<file path="config.mk">
export PLATFORM = sky130hd
export DESIGN_NAME = fasta_stream_normalizer
export DESIGN_NICKNAME = d
export VERILOG_FILES = /design/src/rtl/fasta_stream_normalizer.sv
export SDC_FILE = /design/constraint.sdc
export NUM_CORES = 1
export LEC_CHECK = 0
export BUFFER_PORTS_ARGS = -buffer_cell sky130_fd_sc_hd__buf_2
export CORE_MARGIN = 1
export CORE_UTILIZATION = 45
export CTS_BUF_LIST = sky130_fd_sc_hd__clkbuf_16
export CTS_CLUSTER_SIZE = 20
export DETAILED_ROUTE_END_ITERATION = 6
export GPL_ROUTABILITY_DRIVEN = 0
export MAX_ROUTING_LAYER = met4
export PLACE_DENSITY = 0.73
export SKIP_LAST_GASP = 1
export SLEW_MARGIN = 30
export SYNTH_ARGS = -nofsm -noshare
export SYNTH_HDL_FRONTEND = slang
export SYNTH_SLANG_ARGS = --single-unit
export TNS_END_PERCENT = 5
</file>
<file path="constraint.sdc">
create_clock -name clk -period 6.35 [get_ports clk]
set_input_delay 0.3175 -clock clk [delete_from_list [all_inputs] [get_ports clk]]
set_output_delay 0.3175 -clock clk [all_outputs]
set_load 0.01 [all_outputs]
</file>
<file path="src/rtl/fasta_stream_normalizer.sv">
// Purpose: first stage of the FASTA-to-SAM converter. Drops header/comment lines, joins sequence lines,
//          uppercases bases (non-ACGTN letters become 'N') and writes one 0x0A-terminated record per
//          sequence into the sequence memory from address 0, followed by a single END_BYTE.
// Latency: the write caused by a consumed byte appears on wr_* one cycle after the handshake.
// Backpressure: in_ready depends only on state (high in SEQ/HDR); input stalls for good once overflow is hit.
// Ports: clk/rst (async, active-high); start pulse; in_valid/in_ready/in_data/in_last byte stream;
//        wr_addr/wr_data/wr_we memory write port; busy/done/overflow status; rec_count/base_count counters.
module fasta_stream_normalizer #(
    parameter int         ADDR_WIDTH = 15,
    parameter logic [7:0] END_BYTE   = 8'h00,
    parameter int         CNT_WIDTH  = 16
) (
    input  logic                  clk,
    input  logic                  rst,
    input  logic                  start,
    input  logic                  in_valid,
    output logic                  in_ready,
    input  logic [7:0]            in_data,
    input  logic                  in_last,
    output logic [ADDR_WIDTH-1:0] wr_addr,
    output logic [7:0]            wr_data,
    output logic                  wr_we,
    output logic                  busy,
    output logic                  done,
    output logic                  overflow,
    output logic [CNT_WIDTH-1:0]  rec_count,
    output logic [ADDR_WIDTH-1:0] base_count
);
    typedef enum logic [2:0] {S_IDLE, S_SEQ, S_HDR, S_FLUSH_NL, S_WR_END, S_DONE} state_t;

    localparam logic [ADDR_WIDTH-1:0] LAST_ADDR = {ADDR_WIDTH{1'b1}};
    localparam logic [7:0]            NL        = 8'h0A;

    state_t                state_q, state_d;
    logic [ADDR_WIDTH-1:0] ptr_q, ptr_d;
    logic [ADDR_WIDTH-1:0] wr_addr_q, wr_addr_d;
    logic [ADDR_WIDTH-1:0] base_q, base_d;
    logic [7:0]            wr_data_q, wr_data_d;
    logic                  wr_we_q, wr_we_d;
    logic                  busy_q, busy_d;
    logic                  done_q, done_d;
    logic                  ovf_q, ovf_d;
    logic [CNT_WIDTH-1:0]  rec_q, rec_d;
    logic                  line_start_q, line_start_d;
    logic                  seq_open_q, seq_open_d;

    logic       fire, at_last, is_lower, is_alpha, is_marker, is_blank, do_wr;
    logic [7:0] upper, mapped, wbyte;

    assign in_ready  = (state_q == S_SEQ) || (state_q == S_HDR);
    assign fire      = in_valid && in_ready;
    assign at_last   = (ptr_q == LAST_ADDR);
    assign is_lower  = (in_data >= 8'h61) && (in_data <= 8'h7A);
    assign is_alpha  = is_lower || ((in_data >= 8'h41) && (in_data <= 8'h5A));
    assign upper     = is_lower ? (in_data - 8'h20) : in_data;
    assign is_marker = (in_data == 8'h3E) || (in_data == 8'h3B);
    assign is_blank  = (in_data == 8'h0D) || (in_data == 8'h20) || (in_data == 8'h09);

    always_comb begin
        case (upper)
            8'h41, 8'h43, 8'h47, 8'h54, 8'h4E: mapped = upper;
            default:                           mapped = 8'h4E;
        endcase
    end

    always_comb begin
        state_d      = state_q;
        ptr_d        = ptr_q;
        wr_addr_d    = wr_addr_q;
        wr_data_d    = wr_data_q;
        wr_we_d      = 1'b0;
        busy_d       = busy_q;
        done_d       = done_q;
        ovf_d        = ovf_q;
        rec_d        = rec_q;
        base_d       = base_q;
        line_start_d = line_start_q;
        seq_open_d   = seq_open_q;
        do_wr        = 1'b0;
        wbyte        = 8'h00;

        case (state_q)
            S_IDLE, S_DONE: begin
                if (start) begin
                    state_d      = S_SEQ;
                    ptr_d        = '0;
                    ovf_d        = 1'b0;
                    rec_d        = '0;
                    base_d       = '0;
                    line_start_d = 1'b1;
                    seq_open_d   = 1'b0;
                    busy_d       = 1'b1;
                    done_d       = 1'b0;
                end
            end
            S_SEQ: begin
                if (fire) begin
                    state_d = in_last ? S_FLUSH_NL : S_SEQ;
                    if (is_marker && line_start_q) begin
                        // A header/comment closes the open record; with in_last the flush has nothing left to do.
                        if (!in_last) begin
                            state_d = S_HDR;
                        end
                        if (seq_open_q) begin
                            do_wr      = 1'b1;
                            wbyte      = NL;
                            rec_d      = rec_q + CNT_WIDTH'(1);
                            seq_open_d = 1'b0;
                        end
                    end else if (in_data == NL) begin
                        line_start_d = 1'b1;
                    end else if (is_blank) begin
                        line_start_d = line_start_q;
                    end else if (is_alpha) begin
                        do_wr        = 1'b1;
                        wbyte        = mapped;
                        seq_open_d   = 1'b1;
                        line_start_d = 1'b0;
                        base_d       = base_q + ADDR_WIDTH'(1);
                    end else begin
                        line_start_d = 1'b0;
                    end
                end
            end
            S_HDR: begin
                if (fire) begin
                    if (in_data == NL) begin
                        line_start_d = 1'b1;
                        state_d      = S_SEQ;
                    end
                    if (in_last) begin
                        state_d = S_FLUSH_NL;
                    end
                end
            end
            S_FLUSH_NL: begin
                state_d = S_WR_END;
                if (seq_open_q) begin
                    do_wr      = 1'b1;
                    wbyte      = NL;
                    rec_d      = rec_q + CNT_WIDTH'(1);
                    seq_open_d = 1'b0;
                end
            end
            S_WR_END: begin
                wr_addr_d = ptr_q;
                wr_data_d = END_BYTE;
                wr_we_d   = 1'b1;
                ptr_d     = ptr_q + ADDR_WIDTH'(1);
                state_d   = S_DONE;
                busy_d    = 1'b0;
                done_d    = 1'b1;
            end
            default: state_d = S_IDLE;
        endcase

        // The last address is reserved for END_BYTE: a base or newline aimed at it is dropped together
        // with its bookkeeping, and the run is closed off with the terminator at that address.
        if (do_wr) begin
            if (at_last) begin
                ovf_d        = 1'b1;
                state_d      = S_WR_END;
                rec_d        = rec_q;
                base_d       = base_q;
                seq_open_d   = seq_open_q;
                line_start_d = line_start_q;
            end else begin
                wr_addr_d = ptr_q;
                wr_data_d = wbyte;
                wr_we_d   = 1'b1;
                ptr_d     = ptr_q + ADDR_WIDTH'(1);
            end
        end
    end

    always_ff @(posedge clk or posedge rst) begin
        if (rst) begin
            state_q      <= S_IDLE;
            ptr_q        <= '0;
            wr_addr_q    <= '0;
            wr_data_q    <= 8'h00;
            wr_we_q      <= 1'b0;
            busy_q       <= 1'b0;
            done_q       <= 1'b0;
            ovf_q        <= 1'b0;
            rec_q        <= '0;
            base_q       <= '0;
            line_start_q <= 1'b1;
            seq_open_q   <= 1'b0;
        end else begin
            state_q      <= state_d;
            ptr_q        <= ptr_d;
            wr_addr_q    <= wr_addr_d;
            wr_data_q    <= wr_data_d;
            wr_we_q      <= wr_we_d;
            busy_q       <= busy_d;
            done_q       <= done_d;
            ovf_q        <= ovf_d;
            rec_q        <= rec_d;
            base_q       <= base_d;
            line_start_q <= line_start_d;
            seq_open_q   <= seq_open_d;
        end
    end

    assign wr_addr    = wr_addr_q;
    assign wr_data    = wr_data_q;
    assign wr_we      = wr_we_q;
    assign busy       = busy_q;
    assign done       = done_q;
    assign overflow   = ovf_q;
    assign rec_count  = rec_q;
    assign base_count = base_q;
endmodule

</file>
## After elaboration in Yosys (flattened, before gate mapping)

Cells that the tools add are included.
W data, S select, Z words.

| word-level totals | value |
|---|---|
| bits in registers | 78 |
| input port bits | 13 |
| output and inout bits | 59 |
| logic and storage cells | 136 |

| cells by class | value |
|---|---|
| add/subtract/negate cells | 4 |
| order comparisons | 4 |
| equal/unequal tests | 19 |
| mux-type cells | 83 |
| reduce and logical (&&, ||, !) cells | 14 |

Operators by type and width:

| cell | number |
|---|---|
| $mux W15 | 14 |
| $mux W16 | 6 |
| $mux W8 | 10 |
| $pmux W15 S2 | 2 |
| $pmux W16 S3 | 1 |
| $eq A8 B7 Y1 const B | 5 |
| $mux W1 | 32 |
| $add A15 B1 Y15 const B | 2 |
| $eq A8 B4 Y1 const B | 3 |
| $eq A8 B6 Y1 const B | 3 |
| $mux W3 | 7 |
| $add A16 B1 Y16 const B | 1 |
| $ge A8 B7 Y1 const B | 2 |
| $le A8 B7 Y1 const B | 2 |
| $pmux W8 S2 | 1 |
| $eq A15 B15 Y1 const B | 1 |
| $pmux W3 S5 | 1 |
| $sub A8 B6 Y8 const B | 1 |
| $eq A3 B2 Y1 const B | 2 |
| $eq A3 B3 Y1 const B | 2 |
| $mux W2 | 3 |
| $pmux W1 S2 | 3 |
| $pmux W1 S3 | 2 |
| $logic_or A1 B1 Y1 | 5 |
| other kinds (9) | 13 |

## Longest topological paths before layout

Gate-level depths: netlist of run 1.

| depth | value |
|---|---|
| word-level depth | 14 |
| mapped depth | 10 |
| mapped depth without buffers | 9 |

## Worst setup path before layout of run 1

No wires, ideal clock.

| path | value |
|---|---|
| path type | reg2reg |
| start point | register ptr_q[0] |
| end point | register wr_addr_q[10], in the netlist wr_addr[10] |
| setup time | 125 ps |
| arrival time | 2,138 ps |
| data required time | 6,225 ps |
| path slack | 4,088 ps |
| stages on the path, launching flop included | 9 |
| path buffers | 1 |
| period minus slack after synthesis | 2,262 ps |
| cells stage by stage | dfrtp_1 > ha_1 > and3_1 > nand4_1 > nor3_2 > o21ai_2 > nand2_2 > buf_6 > mux2_2 |

| between the ends | value |
|---|---|
| word-level cells in the longest chain between the ends | 3 |

RTL lines:

| item | line | source |
|---|---|---|
| start: declaration | 35 | `logic [ADDR_WIDTH-1:0] ptr_q, ptr_d;` |
| start signal: assignment | 192 | `ptr_q <= ptr_d;` |
| $eq A15 B15 Y1 | 52 | `assign at_last = (ptr_q == LAST_ADDR);` |
| $mux W15 | 160 | `if (at_last) begin` |
| $mux W15 | 159 | `if (do_wr) begin` |
| named net wr_addr_d[10] | 36 | `logic [ADDR_WIDTH-1:0] wr_addr_q, wr_addr_d;` |
| end signal: assignment | 193 | `wr_addr_q <= wr_addr_d;` |
| end: declaration | 36 |  |

The timed path passes the listed nets, and every way through them passes these cells.
A chain may end at the register's enable or synchronous reset.

## Worst setup path in the final report of run 1

| path | value |
|---|---|
| start point | register state_q[0] |
| end point | register wr_addr_q[1], in the netlist wr_addr[1] |

| between the ends | value |
|---|---|
| word-level cells in the longest chain between the ends | 6 |
| elaborated cells on any way between the ends | 11 |
| those cells by class | eq/ne (4); mux (5); reduce/logical (2) |

RTL lines:

| item | line | source |
|---|---|---|
| start: declaration | 34 | `state_t state_q, state_d;` |
| start signal: assignment | 191 | `state_q <= state_d;` |
| $eq A3 B1 Y1 / $eq A3 B2 Y1 (equally long branches) | 50, 82 |  |
| $logic_or A1 B1 Y1 | 50 | `assign in_ready = (state_q == S_SEQ) \|\| (state_q == S_HDR);` |
| $logic_and A1 B1 Y1 | 51 | `assign fire = in_valid && in_ready;` |
| $mux W1 | 97 | `if (fire) begin` |
| $pmux W1 S2 | 82 | `case (state_q)` |
| $mux W15 (*) | 159 |  |
| named net wr_addr_d[1] | 36 |  |

Mark *: on every way through the listed nets, which the timed path passes. The rest lies on a longest branch.

==> run summary, run 1 <==
===============================================================================================
Result of the run                                                                  finished clean
Detailed Place HPWL                                                                     7450 um
Cell taking the most area after synthesis                                          sky130_fd_sc_hd__dfrtp_1
Top post-synthesis cells by area                                                   sky130_fd_sc_hd__dfrtp_1, sky130_fd_sc_hd__mux2_2, sky130_fd_sc_hd__nand2_1
Synth cell count leaders                                                           sky130_fd_sc_hd__dfrtp_1, sky130_fd_sc_hd__nand2_1, sky130_fd_sc_hd__nor2_1
Start of the worst register-to-register path                                         state_q[0]
Required @ worst endpoint                                                               6570 ps
Die W                                                                                    102 um
Number of nets in the finished design                                                       555
Row Count                                                                                    36
Share of final-layout standard cells stronger than drive strength 1                       22.0%
Part of the Yosys area used for sequential elements                                       43.7%
Unrepaired setup endpoints after global routing                                              no
Most utilized layer in the global route result                                             met2
Area of the die                                                                       10300 um2
Top fanout value on the critical path                                                        26
Cell breakdown of the critical path                                                nand2b_1 -> a21oi_1 -> o21ai_2 -> o21ai_2 -> nand2_2 -> mux2_2
Setup fix buffers added after clock tree synthesis                                            0
Vias                                                                                       4021
Post-synth ARST share                                                                      100%
Synthesized area divided by synthesized cell count                                     9.25 um2
Post-route fraction of the period consumed by the critical path                           49.5%
Data arrival, critical path                                                             3370 ps
DRC viols                                                                                     0
Setup ws final                                                                          3210 ps
Clock period minus final worst setup slack                                              3140 ps
Effective utilization at floorplan                                                        46.1%
Routed Antenna Nets                                                                           0
Summed negative setup slack over all endpoints                                             0 ps
Number of clock buffers inserted by TritonCTS                                                 9
Root buffer cell                                                                   sky130_fd_sc_hd__clkbuf_16
Initial antenna violation count                                                               0
Largest net degree at the start of global routing                                            79
Maximum vdd ir drop                                                                      186 uV
CTS resizes                                                                                   0
Slew Viols, Final                                                                             0
Actual slew at the worst max-slew pin                                                    942 ps
Most numerous cell in the Yosys netlist                                            sky130_fd_sc_hd__dfrtp_1
Power density over the cells                                                         353 nW/um2
Syn_nets                                                                                    502
Worst slack, placed                                                                     3200 ps
Number of enable-type register cells in the synthesized netlist                               0
Later-pin clock latency in the skew report                                               340 ps
Met3 routing resource usage after global routing                                          4.21%
Dominant cell type by count on the critical path                                   sky130_fd_sc_hd__o21ai_2
Summed instance area of the synthesized netlist                                        4470 um2
CP Launch Point                                                                      state_q[0]
Critical path endpoint category                                                            flop
Share of the synthesized area in the top cell type                                        43.1%
Count of port buffers added during placement                                                 71
Area Overhead vs Synth                                                                    15.4%
Number of buffers between clock root and the deepest sink                                     2
Antenna diode instance count                                                                  0
Highest clock rate                                                                    0.318 GHz
Clock sink count                                                                             78
Global Route met1 Usage                                                                   32.3%
Htree depth                                                                                   3
Boundary pin count                                                                           72
Delay of the slowest cell on the worst path                                              680 ps
Number of vias per cell                                                                    5.97
Critical path launch point type                                                            flop
Final hold violation count                                                                    0
Routed wire length                                                                     11000 um
Post-detailed-route wirelength per cell                                                 16.4 um
Final setup fails                                                                             0
TritonCTS clock tree                                                                       done
Worst slew margin                                                                         37.2%
Wire length of the first global-routing pass                                           18100 um
Overflow left after global routing                                                            0
Worst hold path class                                                                  in2async
Standby leakage power                                                                   2.35 nW
Most common flop cell mapped by yosys                                              sky130_fd_sc_hd__dfrtp_1
Critical setup path kind                                                                reg2reg
Met2 usage in global routing                                                              33.1%
Post-synthesis cell type count                                                               68
DIE HEIGHT                                                                               102 um
Synth warn                                                                                    0
Quantity of hold-fixing buffers added after cts                                               0
Number of iterations in the first detailed-routing pass                                       4
Clock input transition at the sequential cells of the worst setup and hold paths          60 ps
Vias in the first global route                                                             3609
Cell with the largest stage delay on the worst path                                sky130_fd_sc_hd__dfrtp_1
MaxCap Viol Count                                                                             0
Yosys reg bits                                                                               78
Setup Skew                                                                              5.96 ps
Initial DRC count                                                                           219
Syn Inst Count                                                                              483
Core Footprint                                                                         9680 um2
All-layer global routing usage                                                            23.0%
===============================================================================================
-- sequential cells by signal, summed over array words and instances, names as in the netlist --
register,cells
base_count,15
busy,1
done,1
line_start_q,1
overflow,1
ptr_q,15
rec_count,16
seq_open_q,1
state_q,3
wr_addr,15
wr_data,8
wr_we,1
-- worst paths after layout --
check,end,slack (ps),depth (start not counted)
max,wr_addr[1],3210,6
min reg2reg,done,480,2
min in group clk,wr_data[3],330,2
max in group asynchronous,base_count[6],5690,3
min,wr_addr[13],170,3
max reg2reg,wr_addr[1],3210,6
-- critical path, delay by kind of cell, from the launching register on --
family | cells | cell delay, ps
and+or+nand+nor | 2 | 880
AOI/OAI and AO/OA | 3 | 1040
DFF | 1 | 680
muxes | 1 | 420
-- logic make-up (layout without fill, tap and decap cells) --
kind of cell               after synthesis  in the layout  synth area share (%)
xor gates and xnor gates                 5              5                 0.980
muxes                                   17             17                  4.26
DFF                                     78             78                  43.7
and+or+nand+nor                        188            188                  23.0
buffers and inverters                   52            110                  5.24
adders and majority gates                6              6                  1.68
AOI/OAI and AO/OA                      137            137                  21.1
-- cell type report --
class | count | area, um2
Multi-Input combinational cell | 353 | 2300
Fill cell | 880 | 4530
Timing Repair Buffer | 72 | 367
Clock inverter | 7 | 57.6
Inverter | 22 | 82.6
Sequential cell | 78 | 1950
Tap cell | 133 | 166
Clock buffer | 9 | 225
-- metal layers --
metal  vias up  share of wire (%)
met5         -                  0
met4         0                1.7
met3        17                4.5
met2       111                 46
met1      1970                 48
li1       1923                  -
-- through the flow --
step	power (mW)	std cells	util [%]	hold WS, ps	area [um2]
2_1_floorplan	1.15	483	-	468	4470
3_3_place_gp	1.28	658	50.1	465	4850
3_5_place_dp	1.31	658	50.1	469	4850
4_1_cts	1.81	674	53.0	207	5140
5_1_grt	1.93	674	53.2	255	5150
6_report	1.82	674	53.2	174	5150
-- placed cells by master (no fill, tap or decap), drive strengths merged, types with 3 or more instances in the layout --
| master | netlist | layout |
|---|---|---|
| mux2 | 16 | 16 |
| nor2b | 3 | 3 |
| a21oi | 26 | 26 |
| o31ai | 19 | 19 |
| nand2b | 8 | 8 |
| o211ai | 10 | 10 |
| a22o | 3 | 3 |
| clkinv | 0 | 3 |
| nor3 | 8 | 8 |
| or2 | 4 | 4 |
| nand3b | 8 | 8 |
| nor2 | 30 | 30 |
| buf | 14 | 72 |
| xnor2 | 5 | 5 |
| o21ai | 22 | 22 |
| a311o | 3 | 3 |
| and2 | 5 | 5 |
| nand4 | 11 | 11 |
| dfrtp | 77 | 77 |
| nand3 | 23 | 23 |
| o221ai | 5 | 5 |
| and4 | 3 | 3 |
| inv | 22 | 24 |
| nand2 | 45 | 45 |
| ha | 6 | 6 |
| o22a | 3 | 3 |
| or4 | 15 | 15 |
| and3 | 11 | 11 |
| clkbuf | 16 | 9 |
| or3 | 5 | 5 |
| a31oi | 20 | 20 |
-- report_power, final --
part / internal [mW] / switching, mW / leakage (nW)
Clock: 0.298 / 0.199 / 0.143
Combinational: 0.219 / 0.433 / 1.15
Sequential: 0.572 / 0.0983 / 1.06
Total: 1.09 / 0.730 / 2.35
(Power assumes the default switching activity.)
==> run 2: changes to the inputs <==
--- a/config.mk
+++ b/config.mk
@@ -13,7 +13,7 @@
 export DETAILED_ROUTE_END_ITERATION = 6
 export GPL_ROUTABILITY_DRIVEN = 0
 export MAX_ROUTING_LAYER = met4
-export PLACE_DENSITY = 0.73
+export PLACE_DENSITY = 0.75
 export SKIP_LAST_GASP = 1
 export SLEW_MARGIN = 30
 export SYNTH_ARGS = -nofsm -noshare
==> constraint.sdc (replaced) <==
create_clock -name clk -period 2.6 [get_ports clk]
set_input_delay 0.13 -clock clk [delete_from_list [all_inputs] [get_ports clk]]
set_output_delay 0.13 -clock clk [all_outputs]
set_load 0.01 [all_outputs]
==> run summary, run 2 (synthesis results as in run 1) <==
===============================================================================================
Result of the run                                                                  finished clean
DIE HEIGHT                                                                               102 um
Routed wire length                                                                     11000 um
Vias in the first global route                                                             3829
Worst slack, placed                                                                     66.3 ps
Routed Antenna Nets                                                                           0
Power density over the cells                                                         883 nW/um2
Clock sink count                                                                             78
Wire length of the first global-routing pass                                           18300 um
Final std cell area, no fill                                                           5310 um2
Final hold violation count                                                                    0
Summed negative setup slack over all endpoints                                             0 ps
Number of vias per cell                                                                    5.88
Sw Share                                                                                  38.2%
Overflow left after global routing                                                            0
Internal power                                                                          2.90 mW
Critical path endpoint category                                                            flop
Count of port buffers added during placement                                                 71
Setup ws final                                                                          87.5 ps
Data arrival, critical path                                                             2770 ps
Effective utilization at floorplan                                                        46.1%
Worst hold path class                                                                    in2reg
Number of buffers between clock root and the deepest sink                                     2
Number of nets in the finished design                                                       573
Cell Count Post-Placement                                                                   675
Proportion of power drawn by the clock network                                            27.6%
Standby leakage power                                                                   2.45 nW
Row Count                                                                                    36
Power share of the sequential group                                                       33.9%
Slew Viols, Final                                                                             0
Share of final-layout standard cells stronger than drive strength 1                       23.8%
Area of the die                                                                       10300 um2
DRC viols                                                                                     0
Clock input transition at the sequential cells of the worst setup and hold paths          60 ps
Root buffer cell                                                                   sky130_fd_sc_hd__clkbuf_16
Required @ worst endpoint                                                               2860 ps
Number of filler instances in the final layout                                              857
Boundary pin count                                                                           72
Core Footprint                                                                         9680 um2
Number of clock buffers inserted by TritonCTS                                                 9
Detailed Place HPWL                                                                     7670 um
Antenna diode instance count                                                                  0
Depth of the most critical reg-to-reg path                                                    6
Critical path launch point type                                                            flop
TritonCTS clock tree                                                                       done
Htree depth                                                                                   3
Post-route core utilization                                                               54.9%
Commonest cells after routing, fill and taps aside                                 sky130_fd_sc_hd__dfrtp_1, sky130_fd_sc_hd__buf_2, sky130_fd_sc_hd__nand2_1
Clock period minus final worst setup slack                                              2510 ps
Actual slew at the worst max-slew pin                                                    870 ps
All-layer global routing usage                                                            23.3%
Later-pin clock latency in the skew report                                               340 ps
Flip-flop count of the largest register after layout                                         16
Dpl cell area                                                                          5000 um2
Unrepaired setup endpoints after global routing                                             yes
Final hold slack                                                                         155 ps
Final total power                                                                       4.69 mW
Area Overhead vs Synth                                                                    18.9%
Post-detailed-route wirelength per cell                                                 15.9 um
Vias                                                                                       4066
Final setup fails                                                                             0
Maximum vdd ir drop                                                                      523 uV
Largest net degree at the start of global routing                                            79
Initial antenna violation count                                                               0
Critical setup path kind                                                                reg2reg
Share of power burned in combinational logic                                              38.5%
MaxCap Viol Count                                                                             0
Setup Skew                                                                              6.77 ps
Most common cell after layout, fill and taps aside                                 sky130_fd_sc_hd__dfrtp_1
Highest clock rate                                                                    0.398 GHz
Post-route fraction of the period consumed by the critical path                           96.6%
Number of iterations in the first detailed-routing pass                                       5
Finished Layout Cells                                                                       692
Hold path cells                                                                               3
Switching power summed over all nets                                                    1.79 mW
Top fanout value on the critical path                                                        16
Initial DRC count                                                                           262
Die W                                                                                    102 um
Worst slew margin                                                                         41.8%
===============================================================================================
-- run 2: cell count changes in the layout (fill, tap and decap cells not counted), moves of 2 or more --
cell                       before  now
sky130_fd_sc_hd__buf_12         0    2
sky130_fd_sc_hd__inv_1         23   21
sky130_fd_sc_hd__clkinv_1       2    5
sky130_fd_sc_hd__buf_4          0   16
-- run 2: path summary, 6_finish.rpt --
check | startpoint | to | slack, ps
min reg2reg | done | done | 470
max in group asynchronous | rst | line_start_q | 1810
min | in_valid | state_q[1] | 160
max | line_start_q | base_count[13] | 90
max reg2reg | line_start_q | base_count[13] | 90
min in group asynchronous | rst | rec_count[7] | 440
-- run 2: per-layer routing --
layer  vias up  track usage [%]  wire [um]
met5         -                -          0
met4         0             8.36        129
met3        10             4.14        556
met2       138             35.4       5180
met1      1956             31.0       5120
li1       1962                -          -
-- run 2: power groups by stage --
stage	logic, mW	clock network [mW]	registers, mW
after floorplan	1.22	0	1.59
after global placement	1.71	0	1.60
after detailed placement	1.77	0	1.62
after CTS	1.79	1.33	1.59
after global routing	2.01	1.37	1.62
final	1.81	1.30	1.59
-- run 2: worst max-delay path: stages (launching register included) --
cell                        delay [ps]
sky130_fd_sc_hd__dfstp_2           570
sky130_fd_sc_hd__nand4bb_2         140
sky130_fd_sc_hd__or3_4             420
sky130_fd_sc_hd__o21ai_2           300
sky130_fd_sc_hd__nor2_1            280
sky130_fd_sc_hd__or4_1             560
sky130_fd_sc_hd__a21oi_1           160
-- run 2: timing repair --
| item | in CTS | in global routing |
|---|---|---|
| setup endpoints to repair | 0 | 37 |
| buffers inserted | 0 | 0 |
| hold buffers | 1 | 0 |
| hold endpoints to repair | 77 | 0 |
| gates resized for setup | 0 | 1 |
-- run 2: layout make-up --
class	count	area (um2)	share of cell area [%]
well taps	133	166	3.13
repair buffers	90	526	9.89
clock inverters	7	78.8	1.48
clock buffers	9	225	4.24
multi-input cells	353	2280	42.9
inverters	22	82.6	1.55
flip-flops and latches	78	1950	36.8
